==> src/rtl/count_mode_sched_if.sv <==
// Bundle between the game scheduler and its environment: start/requesters on one side, counter control and status on the other.
// Latency: none, wires only.
// Backpressure: none; requesters hold req until granted. COUNT_SCHED_ABORT_EN adds the abort input.
interface count_mode_sched_if #(
    parameter int CW      = 4,
    parameter int GAMES_W = 8
);
    logic               start;
    logic [CW-1:0]      init_value;
    logic [1:0]         req;
    logic [1:0]         req_mode_a;
    logic [1:0]         req_mode_b;
    logic [1:0]         gnt;
    logic [1:0]         control;
    logic               INIT;
    logic [CW-1:0]      initial_value;
    logic               clear;
    logic               GAMEOVER;
    logic [1:0]         WHO;
    logic               busy;
    logic               game_done;
    logic [1:0]         last_who;
    logic [GAMES_W-1:0] games_played;

`ifdef COUNT_SCHED_ABORT_EN
    logic               abort;

    modport master (
        input  start, init_value, req, req_mode_a, req_mode_b, GAMEOVER, WHO, abort,
        output gnt, control, INIT, initial_value, clear, busy, game_done, last_who, games_played
    );
    modport slave (
        output start, init_value, req, req_mode_a, req_mode_b, GAMEOVER, WHO, abort,
        input  gnt, control, INIT, initial_value, clear, busy, game_done, last_who, games_played
    );
`else
    modport master (
        input  start, init_value, req, req_mode_a, req_mode_b, GAMEOVER, WHO,
        output gnt, control, INIT, initial_value, clear, busy, game_done, last_who, games_played
    );
    modport slave (
        output start, init_value, req, req_mode_a, req_mode_b, GAMEOVER, WHO,
        input  gnt, control, INIT, initial_value, clear, busy, game_done, last_who, games_played
    );
`endif
endinterface

==> src/rtl/count_mode_sched.sv <==
// Game sequencer for the up/down counter: clear, load, then round-robin A/B mode arbitration with a fixed dwell; optional abort via COUNT_SCHED_ABORT_EN.
// Latency: all outputs registered; gnt/control one cycle after the arbitration edge; start at edge N -> clear N+1, INIT N+2, first arbitration edge N+3.
// Backpressure: none; a requester holds req until granted, a dropped request is simply never granted.
module count_mode_sched #(
    parameter int COUNT_MAX_VALUE = 15,
    parameter int DWELL_CYCLES    = 8,
    parameter int GAMES_W         = 8
) (
    input  logic               clk,
    input  logic               rst,
    count_mode_sched_if.master bus
);
    localparam int CW = $clog2(COUNT_MAX_VALUE);
    localparam int DW = (DWELL_CYCLES > 1) ? $clog2(DWELL_CYCLES) : 1;
    localparam logic [DW-1:0] DWELL_LAST = DW'(DWELL_CYCLES - 1);

    typedef enum logic [2:0] {
        S_IDLE  = 3'd0,
        S_CLEAR = 3'd1,
        S_LOAD  = 3'd2,
        S_RUN   = 3'd3,
        S_DRAIN = 3'd4
    } state_t;

    state_t state;
    state_t state_nxt;

    // Registered outputs and their next values
    logic [1:0]         gnt_q,      gnt_nxt;
    logic [1:0]         control_q,  control_nxt;
    logic               init_q,     init_nxt;
    logic [CW-1:0]      ival_q,     ival_nxt;
    logic               clear_q,    clear_nxt;
    logic               busy_q,     busy_nxt;
    logic               done_q,     done_nxt;
    logic [1:0]         who_q,      who_nxt;
    logic [GAMES_W-1:0] games_q,    games_nxt;

    // Internal state: dwell countdown and round-robin pointer (1 = B favoured)
    logic [DW-1:0]      dwell_q,    dwell_nxt;
    logic               ptr_b_q,    ptr_b_nxt;

    logic               win_a;
    logic               win_b;
    logic               abort_hit;

`ifdef COUNT_SCHED_ABORT_EN
    assign abort_hit = bus.abort && (state != S_IDLE);
`else
    assign abort_hit = 1'b0;
`endif

    // Round-robin winner: sole requester wins, a tie goes to the one not granted last
    assign win_a = bus.req[0] && (!bus.req[1] || !ptr_b_q);
    assign win_b = bus.req[1] && (!bus.req[0] ||  ptr_b_q);

    // State register
    always_ff @(posedge clk) begin
        if (rst) begin
            state <= S_IDLE;
        end else begin
            state <= state_nxt;
        end
    end

    // Next-state: game sequence, abort returns straight to IDLE
    always_comb begin
        state_nxt = state;
        if (abort_hit) begin
            state_nxt = S_IDLE;
        end else begin
            case (state)
                S_IDLE:  if (bus.start) state_nxt = S_CLEAR;
                S_CLEAR: state_nxt = S_LOAD;
                S_LOAD:  state_nxt = S_RUN;
                S_RUN:   if (bus.GAMEOVER) state_nxt = S_DRAIN;
                S_DRAIN: state_nxt = S_IDLE;
                default: state_nxt = S_IDLE;
            endcase
        end
    end

    // Output/datapath next values; status outputs follow the state being entered
    always_comb begin
        gnt_nxt     = 2'b00;
        control_nxt = 2'b00;
        dwell_nxt   = dwell_q;
        ptr_b_nxt   = ptr_b_q;
        ival_nxt    = ival_q;
        who_nxt     = who_q;
        games_nxt   = games_q;
        clear_nxt   = (state_nxt == S_CLEAR) || abort_hit;
        init_nxt    = (state_nxt == S_LOAD);
        busy_nxt    = (state_nxt != S_IDLE);
        done_nxt    = (state_nxt == S_DRAIN);

        if (state == S_IDLE && bus.start) begin
            ival_nxt = bus.init_value;
        end

        if (state == S_LOAD) begin
            dwell_nxt = '0;
        end

        if (state == S_RUN && !abort_hit) begin
            if (bus.GAMEOVER) begin
                // Game end beats arbitration: capture result, no grant
                who_nxt = bus.WHO;
                if (games_q != '1) begin
                    games_nxt = games_q + GAMES_W'(1);
                end
            end else if (dwell_q != '0) begin
                dwell_nxt   = dwell_q - DW'(1);
                control_nxt = control_q;
            end else if (win_a) begin
                gnt_nxt     = 2'b01;
                control_nxt = bus.req_mode_a;
                dwell_nxt   = DWELL_LAST;
                ptr_b_nxt   = 1'b1;
            end else if (win_b) begin
                gnt_nxt     = 2'b10;
                control_nxt = bus.req_mode_b;
                dwell_nxt   = DWELL_LAST;
                ptr_b_nxt   = 1'b0;
            end
        end
    end

    // Output and datapath registers
    always_ff @(posedge clk) begin
        if (rst) begin
            gnt_q     <= 2'b00;
            control_q <= 2'b00;
            init_q    <= 1'b0;
            ival_q    <= '0;
            clear_q   <= 1'b0;
            busy_q    <= 1'b0;
            done_q    <= 1'b0;
            who_q     <= 2'b00;
            games_q   <= '0;
            dwell_q   <= '0;
            ptr_b_q   <= 1'b0;
        end else begin
            gnt_q     <= gnt_nxt;
            control_q <= control_nxt;
            init_q    <= init_nxt;
            ival_q    <= ival_nxt;
            clear_q   <= clear_nxt;
            busy_q    <= busy_nxt;
            done_q    <= done_nxt;
            who_q     <= who_nxt;
            games_q   <= games_nxt;
            dwell_q   <= dwell_nxt;
            ptr_b_q   <= ptr_b_nxt;
        end
    end

    assign bus.gnt           = gnt_q;
    assign bus.control       = control_q;
    assign bus.INIT          = init_q;
    assign bus.initial_value = ival_q;
    assign bus.clear         = clear_q;
    assign bus.busy          = busy_q;
    assign bus.game_done     = done_q;
    assign bus.last_who      = who_q;
    assign bus.games_played  = games_q;
endmodule

==> src/flat_wrapper.sv <==
// flat-port wrapper written by rule: the top's interface ports become plain ports
module count_mode_sched_flat 
#(
    parameter int COUNT_MAX_VALUE = 15,
    parameter int DWELL_CYCLES    = 8,
    parameter int GAMES_W         = 8
)
  (clk, rst, bus_start, bus_init_value, bus_req, bus_req_mode_a, bus_req_mode_b, bus_GAMEOVER, bus_WHO, bus_gnt, bus_control, bus_INIT, bus_initial_value, bus_clear, bus_busy, bus_game_done, bus_last_who, bus_games_played);
  count_mode_sched_if #(.GAMES_W(GAMES_W)) bus_i ();
  input  logic clk;
  input  logic rst;
  input wire logic [$bits(bus_i.start)-1:0] bus_start;
  input wire logic [$bits(bus_i.init_value)-1:0] bus_init_value;
  input wire logic [$bits(bus_i.req)-1:0] bus_req;
  input wire logic [$bits(bus_i.req_mode_a)-1:0] bus_req_mode_a;
  input wire logic [$bits(bus_i.req_mode_b)-1:0] bus_req_mode_b;
  input wire logic [$bits(bus_i.GAMEOVER)-1:0] bus_GAMEOVER;
  input wire logic [$bits(bus_i.WHO)-1:0] bus_WHO;
  output wire logic [$bits(bus_i.gnt)-1:0] bus_gnt;
  output wire logic [$bits(bus_i.control)-1:0] bus_control;
  output wire logic [$bits(bus_i.INIT)-1:0] bus_INIT;
  output wire logic [$bits(bus_i.initial_value)-1:0] bus_initial_value;
  output wire logic [$bits(bus_i.clear)-1:0] bus_clear;
  output wire logic [$bits(bus_i.busy)-1:0] bus_busy;
  output wire logic [$bits(bus_i.game_done)-1:0] bus_game_done;
  output wire logic [$bits(bus_i.last_who)-1:0] bus_last_who;
  output wire logic [$bits(bus_i.games_played)-1:0] bus_games_played;
  assign bus_i.start = bus_start;
  assign bus_i.init_value = bus_init_value;
  assign bus_i.req = bus_req;
  assign bus_i.req_mode_a = bus_req_mode_a;
  assign bus_i.req_mode_b = bus_req_mode_b;
  assign bus_i.GAMEOVER = bus_GAMEOVER;
  assign bus_i.WHO = bus_WHO;
  assign bus_gnt = bus_i.gnt;
  assign bus_control = bus_i.control;
  assign bus_INIT = bus_i.INIT;
  assign bus_initial_value = bus_i.initial_value;
  assign bus_clear = bus_i.clear;
  assign bus_busy = bus_i.busy;
  assign bus_game_done = bus_i.game_done;
  assign bus_last_who = bus_i.last_who;
  assign bus_games_played = bus_i.games_played;
  count_mode_sched #(.COUNT_MAX_VALUE(COUNT_MAX_VALUE), .DWELL_CYCLES(DWELL_CYCLES), .GAMES_W(GAMES_W)) u_core (.clk(clk), .rst(rst), .bus(bus_i));
endmodule
==> config.mk <==
export PLATFORM = sky130hd
export DESIGN_NAME = count_mode_sched_flat
export DESIGN_NICKNAME = d
export VERILOG_FILES = /design/src/rtl/count_mode_sched_if.sv /design/src/rtl/count_mode_sched.sv /design/src/flat_wrapper.sv
export SDC_FILE = /design/constraint.sdc
export NUM_CORES = 1
export LEC_CHECK = 0
export ABC_CLOCK_PERIOD_IN_PS = 1700
export BUFFER_PORTS_ARGS = -buffer_cell sky130_fd_sc_hd__buf_4
export CAP_MARGIN = 40
export CORE_MARGIN = 5
export CORE_UTILIZATION = 49
export CTS_CLUSTER_SIZE = 10
export DETAILED_ROUTE_END_ITERATION = 7
export PLACE_DENSITY = 0.75
export SYNTH_ARGS = -nofsm -noshare
export SYNTH_HDL_FRONTEND = slang
export SYNTH_SLANG_ARGS = --single-unit
==> constraint.sdc <==
create_clock -name clk -period 1.7 [get_ports clk]
set_input_delay 0.17 -clock clk [delete_from_list [all_inputs] [get_ports clk]]
set_output_delay 0.17 -clock clk [all_outputs]
set_load 0.005 [all_outputs]
* Yosys cells after proc, flatten, opt, wreduce, memory -nomap -nowiden *
Index checks and enable logic that the tools add are counted.

storage, ports and cells
  register bits = 29
  bits of input ports = 16

operators by class
  multiplexer cells = 15
  equal/unequal tests = 7
  add/subtract/negate cells = 2
  reductions and logical operators = 18
  bitwise operators = 3

operator list
  kind                                                  number
  two-way mux 3 bit                                     8
  one-hot mux 3 bit (4 select lines)                    1
  equality test 3 x 2 -> 1 bit (second input constant)  3
  adder 8 x 1 -> 8 bit (second input constant)          1
  != test 8 bit (second input constant)                 1
  equality test 3 x 1 -> 1 bit (second input constant)  2
  two-way mux 2 bit                                     3
  nonzero test 3 bit                                    2
  OR reduction 5 bit                                    1
  AND reduction 4 bit                                   1
  OR reduction 4 bit                                    1
  equality test 3 bit (second input constant)           1
  logical AND 1 bit                                     3
  logical NOT 1 bit                                     3
  logical NOT 3 bit                                     1
  two-way mux 1 bit                                     3
  NOT 1 bit                                             3
  AND reduction 3 bit                                   1
  OR reduction 3 bit                                    1
  subtractor 3 x 1 -> 3 bit (second input constant)     1
  logical OR 1 bit                                      2
  AND reduction 2 bit                                   1
  nonzero test 2 bit                                    1

* Longest topological paths before layout *
Gate-level depths: netlist of the first run.

  depth in word-level cells = 8
  gate-level depth with buffers = 7

* Worst setup path after synthesis of the first run *
Ideal clock, no wire load.

  path type = flip-flop to flip-flop
  start point = register u_core.games_q[0] (netlist: u_core.bus.games_played[0])
  end point = register u_core.games_q[4] (netlist: u_core.bus.games_played[4])
  data required time = 1.630 ns
  setup time = 0.070 ns
  arrival = 1.390 ns
  clock period less this slack = 1.461 ns
  stages on the path, launching flop included = 6
  buffers on the path = 0
  slack = 0.239 ns
  cells stage by stage = dfxtp_1 > ha_1 > nand3_1 > o21ai_4 > or4b_1 > a21oi_1

between the ends
  word-level cells in the longest chain between the ends = 2
  elaborated cells on any way between the ends = 3
  those cells by class = add/sub: 1; eq/ne: 1; reduce/logical: 1

RTL lines
  item                                                          line                     source
  start, declared                                               count_mode_sched.sv:37   logic [GAMES_W-1:0] games_q, games_nxt;
  start signal, assigned                                        count_mode_sched.sv:152  games_q <= games_nxt;
  branches (longest 2 deep; another with adder 8 x 1 -> 8 bit)  n/a

Several ways; the timed one is not identified.
A chain may end at the register's enable or synchronous reset.

* Worst setup path after layout of the first run *
Ends and elaborated chain as after synthesis.

==> run metrics, run 1 <==
status=finished clean; combinational share of power=~14%; largest family of logic cells by synthesized area=simple AND/OR/NAND/NOR gates; maximum clock frequency=641 MHz; area growth from synthesis to layout=29.3%; drt pass-1 iters=4; ANT cells=0; worst slew pin tran=about 0.36 ns; critical path required time=roughly 2.0 ns; PD cells=between 700 and 800 mW/mm2; minimum clock period=1.56 ns; CP Capture Type=flip-flop; clock skew=0.00591 ns; vias per inst=5.42; Post-Layout Inst Area=~0.0016 mm2; wire length of the first global-routing pass=about 4500 um; part of the power in registers=57.2%; Final HPWL DP=between 2000 and 2500 um; register area share after synthesis=between 40% and 50%; number of enable flip-flop cells after synthesis=0; wire per inst=13.5 um; FILL cells=222; Lkg Pwr=between 0.6 and 0.7 nW; vias in the first global route=just over 1k; MaxCap Viol Count=0; initial antenna violation count=0; Synth cell types=42; Sw Ratio=25.2%; final number of setup-violating endpoints=0; mux contribution to synthesized area=4.00%; Synth Area in XOR/XNOR=2.10%; GRT Overall Usage=between 15 and 20%; layout cells sized above 1=~32%; Routed Antenna Nets=0; CP max FO=6; Skew-Pair Late Insertion Delay=between 0.3 and 0.4 ns; Tot Pwr=roughly 1.3 mW; DRC errors left=0; Clk pin slew, worst setup/hold paths=approximately 0.090 ns; die area=~0.0037 mm2; Starting Density=50.9%; PortBufs=37; Clk pwr share=a little under 30%; Fin. Hold Viols=0; Worst Path Arrival=1.83 ns; core box area=approximately 0.0025 mm2; Site Rows=18; Post-Synthesis Cell Area=about 0.0012 mm2; htree depth=2; placed cell area=0.00157 mm2; worst setup path category=reg -> reg; ys async rst share=0%; Ys Warns=0; complex-gate fraction of the synthesized area=between 10% and 20%; setup TNS=0 ns; CTS tree=built; largest net degree at the start of global routing=28; Post-Synthesis Cells=about 130; CTS root buf=clkbuf_4; CTS Sinks=29; DIE WIDTH=~61 um; I/O pin total=38; net switching power=0.315 mW; Post-Syn Nets=between 150 and 200; mean area per synthesized cell=roughly 9.4 um2; critical path launch point type=flip-flop; simple-gate share of the synthesized area=22.1%; DR iter-0 viols=between 40 and 50; P_int=around 0.94 mW; fin. max-slew vios=0; post-synthesis adder-cell area fraction=3.00%; gpl congestion=approximately 0.79; Slew HR=approximately 76%; CTS Buf Count=5; GRT overflow=0; HP Class=in -> reg; Total Routed Length=around 2800 um; Layout Nets=between 150 and 200; CTS max path bufs=2; RSZ-0062 raised after global routing=false; Final Cycle Share=91.8%; die height=approximately 61 um; Vias=around 1.1k; flops & latches, synth=29; Primary FF master, synth=dfxtp_1; Max VDD drop=0.000708 V
[metal layers]
layer	GRT usage [%]	part of all wire, %
met1	19.9	43
met2	25.5	45
met3	8.09	9.6
met4	8.36	2.0
met5	0	0
[registers in the layout, indices dropped and copies added, names as in the netlist]
signal	count
u_core.ptr_b_q	1
u_core.bus.games_played	8
u_core.dwell_q	3
u_core.bus.INIT	1
u_core.bus.game_done	1
u_core.bus.last_who	2
u_core.bus.busy	1
u_core.state	3
u_core.bus.clear	1
u_core.bus.initial_value	4
u_core.bus.control	2
u_core.bus.gnt	2
[cell usage after synthesis, drive strengths merged (3+ instances only)]
| cell | count | area (um2) |
|---|---|---|
| dfxtp | 29 | 581 |
| nor2 | 20 | 75.1 |
| a21oi | 9 | 45.0 |
| nand2 | 7 | 26.3 |
| o21ai | 6 | 41.3 |
| clkbuf | 5 | 18.8 |
| inv | 5 | 18.8 |
| mux2i | 5 | 50.1 |
| and3 | 3 | 18.8 |
| ha | 3 | 37.5 |
| nor4b | 3 | 32.5 |
| xor2 | 3 | 26.3 |
[power groups by stage]
stage	Sequential (mW)	Clock, mW	Combinational, mW
2_1_floorplan	0.732	0	0.0938
3_3_place_gp	0.730	0	0.168
3_5_place_dp	0.732	0	0.170
4_1_cts	0.716	0.377	0.171
5_1_grt	0.719	0.414	0.190
6_report	0.716	0.367	0.170
[through the flow]
stage	instances	hold slack (ns)	setup slack (ns)	util, %
2_1_floorplan	133	0.280	0.239	-
3_3_place_gp	199	0.392	0.206	64.1
3_5_place_dp	199	0.391	0.157	64.1
4_1_cts	205	0.0502	0.131	65.8
5_1_grt	205	0.0410	0.0376	65.9
6_report	205	0.0514	0.139	65.9
[final timing paths]
check	start	endpoint	slack, ns	cells past startpoint
max	u_core.bus.games_played[0]	u_core.bus.games_played[4]	0.14	5
min reg2reg	u_core.bus.last_who[0]	u_core.bus.last_who[0]	0.47	2
max reg2reg	u_core.bus.games_played[0]	u_core.bus.games_played[4]	0.14	5
min	bus_start	u_core.bus.busy	0.05	2
[area by class of cell]
class	instances	area [um2]	area share (%)
Timing Repair Buffer	43	323	20.0
Sequential cell	29	581	35.9
Multi-Input combinational cell	92	614	38.0
Clock inverter	1	5.00	0.310
Tap cell	30	37.5	2.32
Inverter	5	18.8	1.16
Clock buffer	5	37.5	2.32
[worst max-delay path: stages, from the launching register on]
cell and delay (ns):
dfxtp_1 0.35, ha_1 0.25, nand3_1 0.18, o21ai_4 0.10, or4b_1 0.47, a21oi_1 0.15
[layout by cell type, fill, tap and decap left out, drive strengths merged, types with 3 or more instances in the layout]
cell,instances
buf,43
dfxtp,29
nor2,20
a21oi,9
nand2,7
o21ai,6
inv,5
mux2i,5
clkbuf,5
and3,3
xor2,3
ha,3
nor4b,3
[cell families (layout without fill, tap and decap cells)]
group,count (synthesis),in the layout
buf+inv,12,54
fa+ha+maj,3,3
mux,5,5
flops,29,29
xor+xnor,3,3
simple gates,49,49
compound gates,32,32
[what timing repair did]
| action | 4_1_cts | 5_1_grt |
|---|---|---|
| hold buffers | 0 | 0 |
| resized for setup | 0 | 1 |
| endpoints found under the setup margin | 0 | 1 |
| hold endpoints to repair | 0 | 0 |
| setup buffers | 0 | 0 |
No activity file was read; power rests on OpenSTA's default activity.
==> run 2: changes to the inputs <==
ABC_CLOCK_PERIOD_IN_PS = 1500   (was 1700)
CTS_BUF_LIST = sky130_fd_sc_hd__clkbuf_4 sky130_fd_sc_hd__clkbuf_8 sky130_fd_sc_hd__clkbuf_16   (was not set)
clock period = 1.5 ns   (was 1.7 ns; I/O delays follow)
==> run 2 against run 1 <==
Net effect: via count is 1.7% higher; power increased by 19%; final area grew 6.8%; worst setup slack got worse by 0.080 ns; sequential cell count did not move; clock skew increased by 0.0015 ns; sequential share of layout area is 2.2 points lower.
==> run metrics, run 2 (synthesis results as in run 1) <==
FILL cells=210; DIE WIDTH=60.5 um; fin worst setup slack=~0.059 ns; GRT Overall Usage=between 10% and 20%; Register Area=roughly 580 um2; initial antenna violation count=0; DR iter-0 viols=27; Fin. Hold Viols=0; fin. max-slew vios=0; max reg flops=8; gpl congestion=about 0.80; htree depth=2; wire length of the first global-routing pass=about 4600 um; Routed Antenna Nets=0; Final Cycle Share=a little over nine tenths; critical path required time=around 1.7 ns; hold slack=around 0.043 ns; CTS tree=built; CP max FO=5; critical path launch point type=flip-flop; wire per inst=13.4 um; Layout Nets=just over 200; CTS Sinks=29; most frequent cells in the layout=49 x buf_4, 28 x dfxtp_1, 20 x nor2_1; PD cells=slightly below 900 mW/mm2; CTS Buf Count=5; CTS max path bufs=2; PortBufs=37; ANT cells=0; Skew-Pair Late Insertion Delay=0.32 ns; Final HPWL DP=approximately 2000 um; drt pass-1 iters=4; Slew HR=about 78%; Lkg Pwr=between 0.7 and 0.8 nW; vias per inst=between 5 and 6; Tot Pwr=roughly 1.5 mW; r2r startpoint=u_core.bus.games_played[3]; DP Worst Slack=about 0.019 ns; Finished Layout Cells=roughly 210; Starting Density=between 50% and 60%; worst setup path category=reg -> reg; placed insts=a little over 200; die area=~0.0037 mm2; most common cell after layout, fill and taps aside=buf_4; vias in the first global route=between 1k and 1.5k; area occupied by multi-input gates=approximately 650 um2; clock skew=0.00745 ns; Clk pin slew, worst setup/hold paths=around 0.080 ns; Worst Path Arrival=1.66 ns; die height=approximately 61 um; HP Class=in -> reg; minimum clock period=1.44 ns; CTS root buf=clkbuf_4; I/O pin total=38; Max VDD drop=0.000754 V; largest net degree at the start of global routing=28; CP Capture Type=flip-flop; Post-Layout Inst Area=approximately 0.0017 mm2; core box area=~0.0025 mm2; hold path start=bus_req[1]; Site Rows=18; area growth from synthesis to layout=38.1%; maximum clock frequency=roughly 690 MHz; MaxCap Viol Count=0; Total Routed Length=2860 um; worst slew pin tran=between 0.3 and 0.4 ns; final number of setup-violating endpoints=0; status=finished clean; hold_buf cts=0; GRT overflow=0; Vias=roughly 1.1k; placed cell area=approximately 0.0016 mm2; layout cells sized above 1=approximately 39%; crit path launch=u_core.bus.games_played[3]; DRC errors left=0
run 2: path summary, 6_finish.rpt:
check	endpoint	slack, ns	depth (start not counted)
hold / removal	u_core.ptr_b_q	0.04	2
setup reg to reg	u_core.bus.games_played[7]	0.06	4
hold reg to reg	u_core.bus.last_who[1]	0.47	2
setup / recovery	u_core.bus.games_played[7]	0.06	4
run 2: timing repair:
item,CTS,global route
pin swaps,1,3
gates resized for setup,2,9
setup endpoints to repair,1,8
setup buffers,0,1
cloned,0,1
run 2: layer usage:
| layer | routed length, um | vias up | global-route usage [%] | part of all wire [%] |
|---|---|---|---|---|
| met2 | 1320 | 33 | 27.8 | 46 |
| met3 | 236 | 6 | 6.17 | 8.3 |
| met4 | 44 | 0 | 8.05 | 1.5 |
| li1 | - | 576 | - | - |
| met1 | 1250 | 515 | 19.2 | 44 |
| met5 | 0 | - | 0 | 0 |
run 2: worst max-delay path, cell delays in order (launching register included):
cell and delay (ns):
dfxtp_1 0.39, nand4_1 0.28, o211ai_1 0.41, nor3_1 0.08, o21ba_2 0.20
run 2: where the power goes:
group	total (mW)	internal (mW)	switching (mW)	leakage [nW]
sequential	0.809	0.797	0.0125	0.236
combinational	0.205	0.111	0.0938	0.465
clock	0.482	0.239	0.243	0.0348
run 2: final cells by class:
cell class | instances | share of cell area [%]
clock buffer | 7 | 3.41
timing repair buffer | 50 | 22.0
inverter | 5 | 1.09
tap | 30 | 2.17
sequential | 29 | 33.7
multi-input combinational | 92 | 37.7
run 2: stage by stage:
stage          utilization, %  setup TNS [ns]
2_1_floorplan               -               0
3_3_place_gp             65.6               0
3_5_place_dp             65.6               0
4_1_cts                  68.1               0
5_1_grt                  70.3         -0.0127
6_report                 70.3               0
